File: src/rtl/seq_divider.sv
// Sequential unsigned restoring divider (8-bit / 4-bit), one quotient bit per clock.
// Optional divide-by-zero flag and early exit under `DIVIDER_DZ_FLAG_EN`.
module seq_divider (
    input  logic       clk,
    input  logic       rst,
    input  logic       start,
    input  logic [7:0] dividend,
    input  logic [3:0] divisor,
    output logic       busy,
    output logic       done,
    output logic [7:0] quotient,
    output logic [3:0] remainder,
`ifdef DIVIDER_DZ_FLAG_EN
    output logic       dz,
`endif
    output logic [1:0] dbg_state
);

    // Handshake: start is a request sampled only in IDLE; done is a one-cycle
    // pulse with quotient/remainder valid, and busy covers RUN, DONE and the done cycle.
    typedef enum logic [1:0] {
        IDLE = 2'd0,
        RUN  = 2'd1,
        DONE = 2'd2
    } state_t;

    state_t      state_q, state_d;
    logic [7:0]  sr_q, sr_d;
    logic [3:0]  rem_q, rem_d;
    logic [3:0]  div_q, div_d;
    logic [2:0]  cnt_q, cnt_d;
    logic [7:0]  quo_q, quo_d;
    logic [3:0]  remo_q, remo_d;
    logic        done_q, done_d;
`ifdef DIVIDER_DZ_FLAG_EN
    logic        dz_q, dz_d;
`endif

    logic [4:0]  p;
    logic [3:0]  diff;
    logic        ge;
    logic        qbit;

    // Trial subtract: low four bits of (p - divisor) only depend on p[3:0].
    always_comb begin
        p    = {rem_q, sr_q[7]};
        diff = p[3:0] - div_q;
        ge   = (p >= {1'b0, div_q});
        qbit = ge;
    end

    always_comb begin
        state_d = state_q;
        sr_d    = sr_q;
        rem_d   = rem_q;
        div_d   = div_q;
        cnt_d   = cnt_q;
        quo_d   = quo_q;
        remo_d  = remo_q;
        done_d  = 1'b0;
`ifdef DIVIDER_DZ_FLAG_EN
        dz_d    = dz_q;
`endif
        case (state_q)
            IDLE: begin
                if (start) begin
                    div_d   = divisor;
                    sr_d    = dividend;
                    rem_d   = 4'd0;
                    cnt_d   = 3'd7;
                    state_d = RUN;
`ifdef DIVIDER_DZ_FLAG_EN
                    if (divisor == 4'd0) begin
                        state_d = DONE;
                        quo_d   = 8'hFF;
                        remo_d  = 4'h0;
                        dz_d    = 1'b1;
                    end
`endif
                end
            end
            RUN: begin
                rem_d = ge ? diff : p[3:0];
                sr_d  = {sr_q[6:0], qbit};
                cnt_d = cnt_q - 3'd1;
                if (cnt_q == 3'd0) begin
                    state_d = DONE;
                    quo_d   = sr_d;
                    remo_d  = rem_d;
`ifdef DIVIDER_DZ_FLAG_EN
                    dz_d    = 1'b0;
`endif
                end
            end
            DONE: begin
                done_d  = 1'b1;
                state_d = IDLE;
            end
            default: state_d = IDLE;
        endcase
    end

    always_ff @(posedge clk) begin
        if (rst) begin
            state_q <= IDLE;
            sr_q    <= 8'd0;
            rem_q   <= 4'd0;
            div_q   <= 4'd0;
            cnt_q   <= 3'd0;
            quo_q   <= 8'd0;
            remo_q  <= 4'd0;
            done_q  <= 1'b0;
`ifdef DIVIDER_DZ_FLAG_EN
            dz_q    <= 1'b0;
`endif
        end else begin
            state_q <= state_d;
            sr_q    <= sr_d;
            rem_q   <= rem_d;
            div_q   <= div_d;
            cnt_q   <= cnt_d;
            quo_q   <= quo_d;
            remo_q  <= remo_d;
            done_q  <= done_d;
`ifdef DIVIDER_DZ_FLAG_EN
            dz_q    <= dz_d;
`endif
        end
    end

    assign busy      = (state_q != IDLE) || done_q;
    assign done      = done_q;
    assign quotient  = quo_q;
    assign remainder = remo_q;
    assign dbg_state = state_q;
`ifdef DIVIDER_DZ_FLAG_EN
    assign dz        = dz_q;
`endif

endmodule

File: config.mk
export PLATFORM = sky130hd
export DESIGN_NAME = seq_divider
export DESIGN_NICKNAME = d
export VERILOG_FILES = /design/src/rtl/seq_divider.sv
export SDC_FILE = /design/constraint.sdc
export NUM_CORES = 1
export LEC_CHECK = 0
export BUFFER_PORTS_ARGS = -buffer_cell sky130_fd_sc_hd__buf_4
export CORE_MARGIN = 2
export CORE_UTILIZATION = 58
export CTS_BUF_LIST = sky130_fd_sc_hd__clkbuf_16
export DETAILED_ROUTE_END_ITERATION = 10
export GPL_TIMING_DRIVEN = 0
export PLACE_DENSITY = 0.83
export SLEW_MARGIN = 40
export SYNTH_ARGS = -nofsm -noshare
export SYNTH_HDL_FRONTEND = slang
export SYNTH_SLANG_ARGS = --single-unit
File: constraint.sdc
create_clock -name clk -period 5.25 [get_ports clk]
set_input_delay 1.05 -clock clk [delete_from_list [all_inputs] [get_ports clk]]
set_output_delay 1.05 -clock clk [all_outputs]
set_load 0.05 [all_outputs]
Yosys cells after proc, flatten, opt, wreduce, memory -nomap -nowiden:

Cells that the tools add are included.

* muxes and demuxes: 11
* add/sub/neg operators: 2
* bitwise logic cells: 0
* eq/ne operators: 4
* $mul: 0
* $lt $le $gt $ge: 1
* div/mod/pow operators: 0
* reduce and logical (&&, ||, !) cells: 9
* shift operators: 0

Operators by type and width (number)
* $pmux W8 S2: 1
* $mux W4: 2
* $mux W8: 1
* $pmux W4 S2: 1
* $reduce_and A2 Y1: 4
* $pmux W3 S2: 1
* $ge A5 B4 Y1: 1
* $mux W2: 2
* $ne A2 B2 Y1 const B: 2
* $pmux W2 S2: 1
* $reduce_bool A2 Y1: 2
* $sub A4 B4 Y4: 1
* $logic_not A3 Y1: 1
* $mux W3: 1
* $sub A3 B1 Y3 const B: 1
* $eq A2 B1 Y1 const B: 1
* $eq A2 B2 Y1 const B: 1
* $logic_not A2 Y1: 1
* $logic_or A1 B1 Y1: 1
* $mux W1: 1

* input port bits: 15
* register bits: 34
* memory bits (writable): 0
* logic and storage cells: 35
* ROM bits: 0
* memories: 0
* latch bits: 0

Depth between registers and ports, before layout:

Gate-level depths: netlist of run 1.

* depth in word-level cells: 3
* gate-level depth with buffers: 8
* depth with buffers taken out: 8

Worst setup path after synthesis of run 1:

OpenSTA, ideal clock, no wires.

* kind: register to output
* start: register state_q[0], in the netlist dbg_state[0]
* end: output busy
* data arrival time: 1.209 ns
* path buffers: 0
* cell stages (with the launch flop): 2
* data required time: 4.200 ns
* path slack: 2.991 ns
* path through: dfxtp_1 or3_1

* cells in the longest elaborated chain, start to end: 2

RTL lines
* from (decl): RTL line 27 `state_t state_q, state_d;`
* from (signal assigned): RTL line 117 `state_q <= state_d;`
* $reduce_bool A2 Y1: RTL line 131 `assign busy = (state_q != IDLE) || done_q;`
* $logic_or A1 B1 Y1: RTL line 131
* to (decl): RTL line 9 `output logic busy,`

No other way between the ends.

Worst setup path in the final report of run 1:

* start: register state_q[1], in the netlist dbg_state[1]
* end: output busy

The elaborated chain is that of the path after synthesis.

==> results of run 1 <==
## metal layers
metal  track usage  wire, um
met5             0         0
met1         0.278      1590
met4         0.105        64
met2         0.379      1630
met3        0.0760       184
## registers in the layout (all words and copies together), names as in the netlist
signal / flops
dbg_state: 2
rem_q: 4
cnt_q: 3
quotient: 8
div_q: 4
remainder: 4
done: 1
sr_q: 8
## critical path: stages (launching register included)
cell,delay (ns)
dfxtp_1,0.38
or3_1,0.38
buf_4,0.19
## cell families (layout without fill, tap and decap cells)
| group | after synthesis | count (layout) | synth area share |
|---|---|---|---|
| AND/OR/NAND/NOR | 72 | 72 | 0.225 |
| AO/OA/AOI/OAI | 44 | 44 | 0.187 |
| buffers and inverters | 18 | 54 | 0.0540 |
| XOR/XNOR | 1 | 1 | 0.00548 |
| flip-flops | 34 | 34 | 0.426 |
| multiplexers | 7 | 7 | 0.0438 |
| adder cells (fa/ha/maj) | 7 | 7 | 0.0595 |
## per-stage QoR
| step | utilization | hold WS (ns) | power [mW] | setup slack [ns] |
|---|---|---|---|---|
| floorplan | - | 0.443 | 0.456 | 2.99 |
| global placement | 0.691 | 0.443 | 0.501 | 2.97 |
| detailed placement | 0.691 | 0.448 | 0.509 | 2.95 |
| CTS | 0.740 | 0.455 | 0.774 | 2.97 |
| global route | 0.740 | 0.476 | 0.808 | 2.94 |
| finish | 0.740 | 0.453 | 0.774 | 2.97 |
## final timing paths
kind	startpoint	end	depth (start not counted)
setup / recovery	dbg_state[1]$_SDFFE_PP0P_	busy	2
hold / removal	quotient[7]$_SDFFE_PP0P_	quotient[7]$_SDFFE_PP0P_	2
setup reg to reg	rem_q[1]$_SDFFE_PP0P_	rem_q[2]$_SDFFE_PP0P_	5
hold reg to reg	quotient[7]$_SDFFE_PP0P_	quotient[7]$_SDFFE_PP0P_	2
## report_power, final
part	switching [mW]	internal (mW)	total, mW
clock	0.0965	0.169	0.265
combinational	0.129	0.0796	0.208
sequential	0.0176	0.282	0.300
total	0.243	0.531	0.774
## area by class of cell
| type | count | area, sq um |
|---|---|---|
| fillers | 216 | 698 |
| clock buffers | 5 | 125 |
| inverters | 7 | 26.3 |
| clock inverters | 2 | 7.51 |
| flip-flops and latches | 34 | 681 |
| plain buffers | 11 | 60.1 |
| repair buffers | 29 | 218 |
| multi-input cells | 131 | 832 |
| well taps | 31 | 38.8 |
## layout by cell type (no fill, tap or decap), types with 2 or more instances in the layout
cell type,n
a32o_1,2
buf_2,6
clkbuf_16,5
nor3_1,6
mux2i_1,7
a31o_1,2
a211oi_1,9
dfxtp_1,34
inv_1,9
o211ai_1,4
a311oi_1,2
or3_1,4
nor2_1,25
buf_4,30
a21oi_1,14
nor3b_1,2
clkbuf_1,2
nand2b_1,3
nand3_1,2
nand3b_1,3
ha_1,6
o21ai_0,5
nand2_1,20
==> flow_summary.yaml, run 1 <==
critical_path:
  worstPathMaxFanout: 7
  worst-r2r-setup-slack_ns: 3.43
  worstPathRequired_ns: 4.20
  crit_type: "flop to output port"
  cp.arrival_ns: 1.23
  endpoint_kind: "output port"
  cp-start-kind: "flop"
place:
  dp_hpwl_mm: 2.57
  port-buffer-count: 29
  post-place-cells: 243
  placed_cell_area_sq_um: 1860
  gp_congestion: 0.888
clocking:
  cts_buffers: 5
  htreeDepth: 2
  clk_pin_slew_ns: 0.05
  clock-sinks: 34
  clock_path_buffers: 2
  clock_latency_ns: 0.28
  cts-root-buf: "clkbuf_16"
  hold_buffers: 0
  postCtsSetupRepairBufs: 0
  ctsResizeCount: 0
  cts_tree: "done"
logic_synthesis:
  synth_nets: 205
  synthArstFlopShare: 0
  ys_ff_latch: 34
  synthCells: 183
  synth_area_sq_um: 1600
  netlist.area_leader.share: 0.426
  seq_area_frac_synth: 0.426
  synth_edf_count: 0
  ys_top_cells_by_area: "dfxtp_1, nor2_1, ha_1"
  synth_cell_types: 39
  yosysMostFrequentCell: "dfxtp_1"
  yosys_warnings: 0
  synth_top_area_cell: "dfxtp_1"
  synth_area_per_cell_sq_um: 8.74
  synth_commonest_cells: "dfxtp_1, nor2_1, nand2_1, a21oi_1, a211oi_1"
  synth_ff_type: "dfxtp_1"
routing:
  num_vias: 1428
  viasPerCell: 5.71
  routed_wirelength_mm: 3.47
  firstDrtPassIters: 4
  ant_nets: 0
  drc: 0
  drtIter0Drc: 31
  wire_per_inst_um: 13.9
power:
  vdd_drop_max_mv: 0.333
  power_density_nw_per_um2: 389
  p_leak_nw: 0.820
timing:
  fmax_mhz: 438
  slew_headroom: 0.694
  maxSlewViolCount: 0
  tightest_slew_ns: 0.458
  clock_skew_ns: 0.00579
  finalSetupTns_ns: 0
  final-hold-violation-count: 0
  rsz0062_at_grt: "false"
  min_period_ns: 2.28
  setup_viol: 0
  fin_crit_sh: 0.435
min_path:
  hp-class: "flop to flop"
final_layout:
  diodes: 0
  final_cells: 250
  final_area_sq_um: 1990
  area_delta_synth_final_pct: 24.3
  layout-drive-gt1-share: 0.210
  nets: 241
die:
  fp.dieArea_sq_um: 3190
  die_x_um: 56.5
  core_area_sq_um: 2690
  start_util: 0.595
  fp.dieH_um: 56.5
  rows: 19
  io_pins: 31
global_route:
  grt_pass1_vias: 1277
  antenna_found_initial: 0
  grt_pass1_wl_mm: 5.73
  groute.usage.overall: 0.233
  grt_max_degree: 11
  grt.overflow.total: 0
job:
  cap_violations: 0
status:
  status: "complete, no violations"
(Power assumes the default switching activity.)
==> inputs of run 2 (changes only) <==
--- a/config.mk
+++ b/config.mk
@@ -7,11 +7,11 @@
 export LEC_CHECK = 0
 export BUFFER_PORTS_ARGS = -buffer_cell sky130_fd_sc_hd__buf_4
 export CORE_MARGIN = 2
-export CORE_UTILIZATION = 58
+export CORE_UTILIZATION = 54
 export CTS_BUF_LIST = sky130_fd_sc_hd__clkbuf_16
 export DETAILED_ROUTE_END_ITERATION = 10
 export GPL_TIMING_DRIVEN = 0
-export PLACE_DENSITY = 0.83
+export PLACE_DENSITY = 0.78
 export SLEW_MARGIN = 40
 export SYNTH_ARGS = -nofsm -noshare
 export SYNTH_HDL_FRONTEND = slang
==> constraint.sdc (replaced) <==
create_clock -name clk -period 2.15 [get_ports clk]
set_input_delay 0.43 -clock clk [delete_from_list [all_inputs] [get_ports clk]]
set_output_delay 0.43 -clock clk [all_outputs]
set_load 0.05 [all_outputs]
==> run 2 against run 1 <==
Flip-flop and latch count is the same. Sequential power increased by 140%. Hold slack worse by 0.069 ns. Non-clock buffer count unchanged. Die area rose by 6.9%. Clock-buffer cell count unchanged. Setup slack lost 2.6 ns. Critical path type is now flop to flop. Highest routed layer unchanged.
==> flow_summary.yaml, run 2 (synthesis gave the netlist of run 1 again) <==
status:
  status: "complete, no violations"
routing:
  routed_wirelength_mm: 3.56
  num_vias: 1418
  wire_per_inst_um: 14.2
  drtIter0Drc: 51
  drc: 0
  ant_nets: 0
  viasPerCell: 5.65
  firstDrtPassIters: 4
timing:
  setup_ws_ns: 0.379
  fin_crit_sh: 0.823
  min_period_ns: 1.77
  final-hold-violation-count: 0
  fmax_mhz: 565
  slew_headroom: 0.682
  rsz0062_at_grt: "false"
  finalSetupTns_ns: 0
  setup_viol: 0
  tightest_slew_ns: 0.478
  maxSlewViolCount: 0
  clock_skew_ns: 0.00578
clocking:
  htreeDepth: 2
  ctsResizeCount: 0
  cts_buffers: 5
  clock_latency_ns: 0.28
  clock-sinks: 34
  clk_pin_slew_ns: 0.05
  postCtsSetupRepairBufs: 0
  hold_buffers: 0
  cts_tree: "done"
  cts-root-buf: "clkbuf_16"
  clock_path_buffers: 2
global_route:
  grt_max_degree: 12
  groute.usage.overall: 0.233
  grt.overflow.total: 0
  grt_pass1_wl_mm: 6.07
  grt_pass1_vias: 1382
  antenna_found_initial: 0
final_layout:
  layout-drive-gt1-share: 0.218
  final_common_cell: "dfxtp_1"
  diodes: 0
  layout_common_cells: "dfxtp_1, buf_4, nor2_1, nand2_1, a21oi_1"
  final_cells: 251
  nets: 241
  area_delta_synth_final_pct: 24.9
critical_path:
  r2r_cells: 5
  cp.arrival_ns: 1.94
  worstPathMaxFanout: 8
  cp-start-kind: "flop"
  crit_type: "flop to flop"
  endpoint_kind: "flop"
  worstPathRequired_ns: 2.32
min_path:
  hp-class: "input port to flop"
  hold_path_depth: 3
die:
  io_pins: 31
  rows: 19
  core_area_sq_um: 2780
  die_x_um: 58.4
  start_util: 0.575
  fp.dieArea_sq_um: 3410
  fp.dieH_um: 58.4
place:
  post-place-cells: 243
  gp_congestion: 0.850
  port-buffer-count: 29
  dp_hpwl_mm: 2.63
  preCtsSetupSlack_ns: 0.393
power:
  power_density_nw_per_um2: 961
  p_leak_nw: 0.815
  vdd_drop_max_mv: 0.819
job:
  cap_violations: 0
run 2: changes by cell type in the layout (fill, tap and decap cells not counted), sizes merged:
cell      change
clkinv        +2
inv           -2
clkinvlp      +1
run 2: final cells by class:
| class | instances | area [sq um] |
|---|---|---|
| flip-flops and latches | 34 | 681 |
| repair buffers | 29 | 218 |
| multi-input cells | 131 | 832 |
| clock inverters | 3 | 16.3 |
| plain buffers | 11 | 60.1 |
| inverters | 7 | 26.3 |
| clock buffers | 5 | 125 |
| well taps | 31 | 38.8 |
| fillers | 215 | 785 |
run 2: per-layer routing:
layer	up-vias	wire, um	track usage
met2	39	1670	0.376
met4	0	57	0.106
li1	720	-	-
met1	653	1680	0.301
met5	-	0	0
met3	6	145	0.0484
run 2: where the power goes:
group | internal, mW | total [mW] | switching (mW)
logic | 0.193 | 0.502 | 0.308
registers | 0.688 | 0.732 | 0.0436
clock network | 0.422 | 0.686 | 0.264
total | 1.30 | 1.92 | 0.616
run 2: path summary, 6_finish.rpt:
path                               to                     start  slack [ns]
max             rem_q[2]$_SDFFE_PP0P_     rem_q[1]$_SDFFE_PP0P_        0.38
min             div_q[3]$_SDFFE_PP0P_                divisor[3]        0.38
max reg2reg     rem_q[2]$_SDFFE_PP0P_     rem_q[1]$_SDFFE_PP0P_        0.38
min reg2reg  quotient[1]$_SDFFE_PP0P_  quotient[1]$_SDFFE_PP0P_        0.45
run 2: metrics by stage:
step	util	hold slack [ns]	power [mW]	cell area (sq um)
floorplan	-	0.443	1.11	1600
global placement	0.667	0.443	1.23	1860
detailed placement	0.667	0.447	1.24	1860
CTS	0.718	0.390	1.92	2000
global route	0.718	0.413	2.01	2000
finish	0.718	0.384	1.92	2000
run 2: worst max-delay path: stages, from the launching register on:
cell and delay, ns:
dfxtp_1 0.34, ha_1 0.36, o21a_1 0.20, a21boi_2 0.19, or3_1 0.32, a32o_1 0.25
==> inputs of run 3 (changes only) <==
--- a/config.mk
+++ b/config.mk
@@ -7,11 +7,11 @@
 export LEC_CHECK = 0
 export BUFFER_PORTS_ARGS = -buffer_cell sky130_fd_sc_hd__buf_4
 export CORE_MARGIN = 2
-export CORE_UTILIZATION = 54
+export CORE_UTILIZATION = 48
 export CTS_BUF_LIST = sky130_fd_sc_hd__clkbuf_16
 export DETAILED_ROUTE_END_ITERATION = 10
 export GPL_TIMING_DRIVEN = 0
-export PLACE_DENSITY = 0.78
+export PLACE_DENSITY = 0.74
 export SLEW_MARGIN = 40
 export SYNTH_ARGS = -nofsm -noshare
 export SYNTH_HDL_FRONTEND = slang
==> constraint.sdc (replaced) <==
create_clock -name clk -period 1.62 [get_ports clk]
set_input_delay 0.324 -clock clk [delete_from_list [all_inputs] [get_ports clk]]
set_output_delay 0.324 -clock clk [all_outputs]
set_load 0.05 [all_outputs]
==> run 3 against run 2 <==
Clock skew is 0.0023 ns lower. Maximum frequency is 8.0% higher. Sequential power is 35% higher. Core utilization is 0.18 points higher. Critical path depth stayed put. Sequential share of layout area is 3.1 points lower. Critical endpoint unchanged. Final cell count is 9.6% higher. Cell area is 12% higher. Clock power is 28% higher. The run now ends with setup timing left. Highest routed layer unchanged. Via count is 9.9% higher.
==> flow_summary.yaml, run 3 (synthesis gave the netlist of run 1 again) <==
global_route:
  grtUsageMet3: 0.0828
  grt_pass1_wl_mm: 6.67
  use_met1: 0.304
  met2_usage: 0.389
  grt-busiest-layer: "met2"
  grt.overflow.total: 0
  antenna_found_initial: 0
  grt_pass1_vias: 1450
  grt_max_degree: 11
  groute.usage.overall: 0.246
critical_path:
  endpoint_kind: "flop"
  crit_family: "compound AO/OA/AOI/OAI gates"
  path_buf_inv: 0
  cp-start-kind: "flop"
  slowest_delay_ns: 0.36
  cp.arrival_ns: 1.80
  worstPathRequired_ns: 1.78
  slowest_stage: "dfxtp_4"
  crit_type: "flop to flop"
  worstPathMaxFanout: 4
  cp_cell_sequence: "ha_4 -> o21a_1 -> a21boi_4 -> or3_1 -> a32o_1"
routing:
  ant_nets: 0
  viasPerCell: 5.67
  wire_per_inst_um: 16.1
  drtIter0Drc: 116
  firstDrtPassIters: 4
  drc: 0
  routed_wirelength_mm: 4.43
  num_vias: 1559
die:
  fp.dieH_um: 61.7
  io_pins: 31
  start_util: 0.515
  die_x_um: 61.7
  rows: 20
  fp.dieArea_sq_um: 3810
  core_area_sq_um: 3100
timing:
  tightest_slew_ns: 0.523
  setup_ws_ns: -0.0187
  hold_ws_ns: 0.278
  rsz0062_at_grt: "true"
  clock_skew_ns: 0.00347
  final-hold-violation-count: 0
  fin_crit_sh: 1.01
  maxSlewViolCount: 0
  setup_viol: 4
  min_period_ns: 1.64
  slew_headroom: 0.651
  fmax_mhz: 610
  finalSetupTns_ns: -0.0380
clocking:
  clk_pin_slew_ns: 0.05
  htreeDepth: 2
  cts_tree: "done"
  cts_buffers: 5
  clock-sinks: 34
  clock_path_buffers: 2
  cts-root-buf: "clkbuf_16"
  clock_latency_ns: 0.27
final_layout:
  final_common_cell: "buf_4"
  area_delta_synth_final_pct: 39.7
  n_fill_cell: 245
  nets: 252
  layout_common_cells: "buf_4, dfxtp_1, nor2_1, nand2_1, a21oi_1"
  layout-drive-gt1-share: 0.351
  fin_util: 0.720
  diodes: 0
  final_area_sq_um: 2230
status:
  violations: "setup timing"
  status: "finished with violations"
power:
  vdd_drop_max_mv: 0.610
  report.power.total_mw: 2.83
  p_leak_nw: 0.906
  power_density_nw_per_um2: 1270
place:
  dp_hpwl_mm: 2.75
  gp_congestion: 0.851
  port-buffer-count: 29
  placed_cell_area_sq_um: 1880
min_path:
  hp-class: "input port to flop"
job:
  cap_violations: 0
==> run 3: report_power, final <==
part / switching [mW] / internal [mW] / total [mW]
sequential: 0.0704 / 0.917 / 0.988
clock: 0.321 / 0.554 / 0.875
combinational: 0.528 / 0.438 / 0.967
==> run 3: layer usage <==
layer | vias up | wire length (um)
met5 | - | 0
met4 | 0 | 119
met3 | 12 | 271
met2 | 75 | 2080
met1 | 729 | 1960
li1 | 743 | -
==> run 3: final timing paths <==
path,from,to,slack [ns],depth (start not counted)
max,rem_q[1]$_SDFFE_PP0P_,rem_q[2]$_SDFFE_PP0P_,-0.02,5
min,divisor[3],div_q[3]$_SDFFE_PP0P_,0.28,3
max reg2reg,rem_q[1]$_SDFFE_PP0P_,rem_q[2]$_SDFFE_PP0P_,-0.02,5
min reg2reg,quotient[6]$_SDFFE_PP0P_,quotient[6]$_SDFFE_PP0P_,0.46,2
==> run 3: cell type report <==
type	count	area [sq um]	share of cell area
sequential	34	692	0.310
clock buffer	5	125	0.0560
multi-input combinational	131	942	0.422
buffer	11	66.3	0.0297
tap	44	55.1	0.0246
inverter	7	28.8	0.0129
timing repair buffer	40	312	0.139
clock inverter	3	12.5	0.00560
==> run 3: worst register-to-register path, stage by stage, from the launching register on <==
cell and delay (ns):
dfxtp_4 0.36, ha_4 0.25, o21a_1 0.21, a21boi_4 0.16, or3_1 0.31, a32o_1 0.24
==> run 3: what timing repair did <==
action	4_1_cts	5_1_grt
endpoints found under the setup margin	3	8
hold buffers	0	0
resized for setup	16	20
buffers inserted	7	4
pin swaps	6	10
==> run 3: through the flow <==
| step | setup WS, ns | cells |
|---|---|---|
| after floorplan | 0.0214 | 183 |
| after global placement | -0.109 | 256 |
| after detailed placement | -0.119 | 256 |
| after CTS | -0.0204 | 271 |
| after global routing | -0.0608 | 275 |
| final | -0.0187 | 275 |
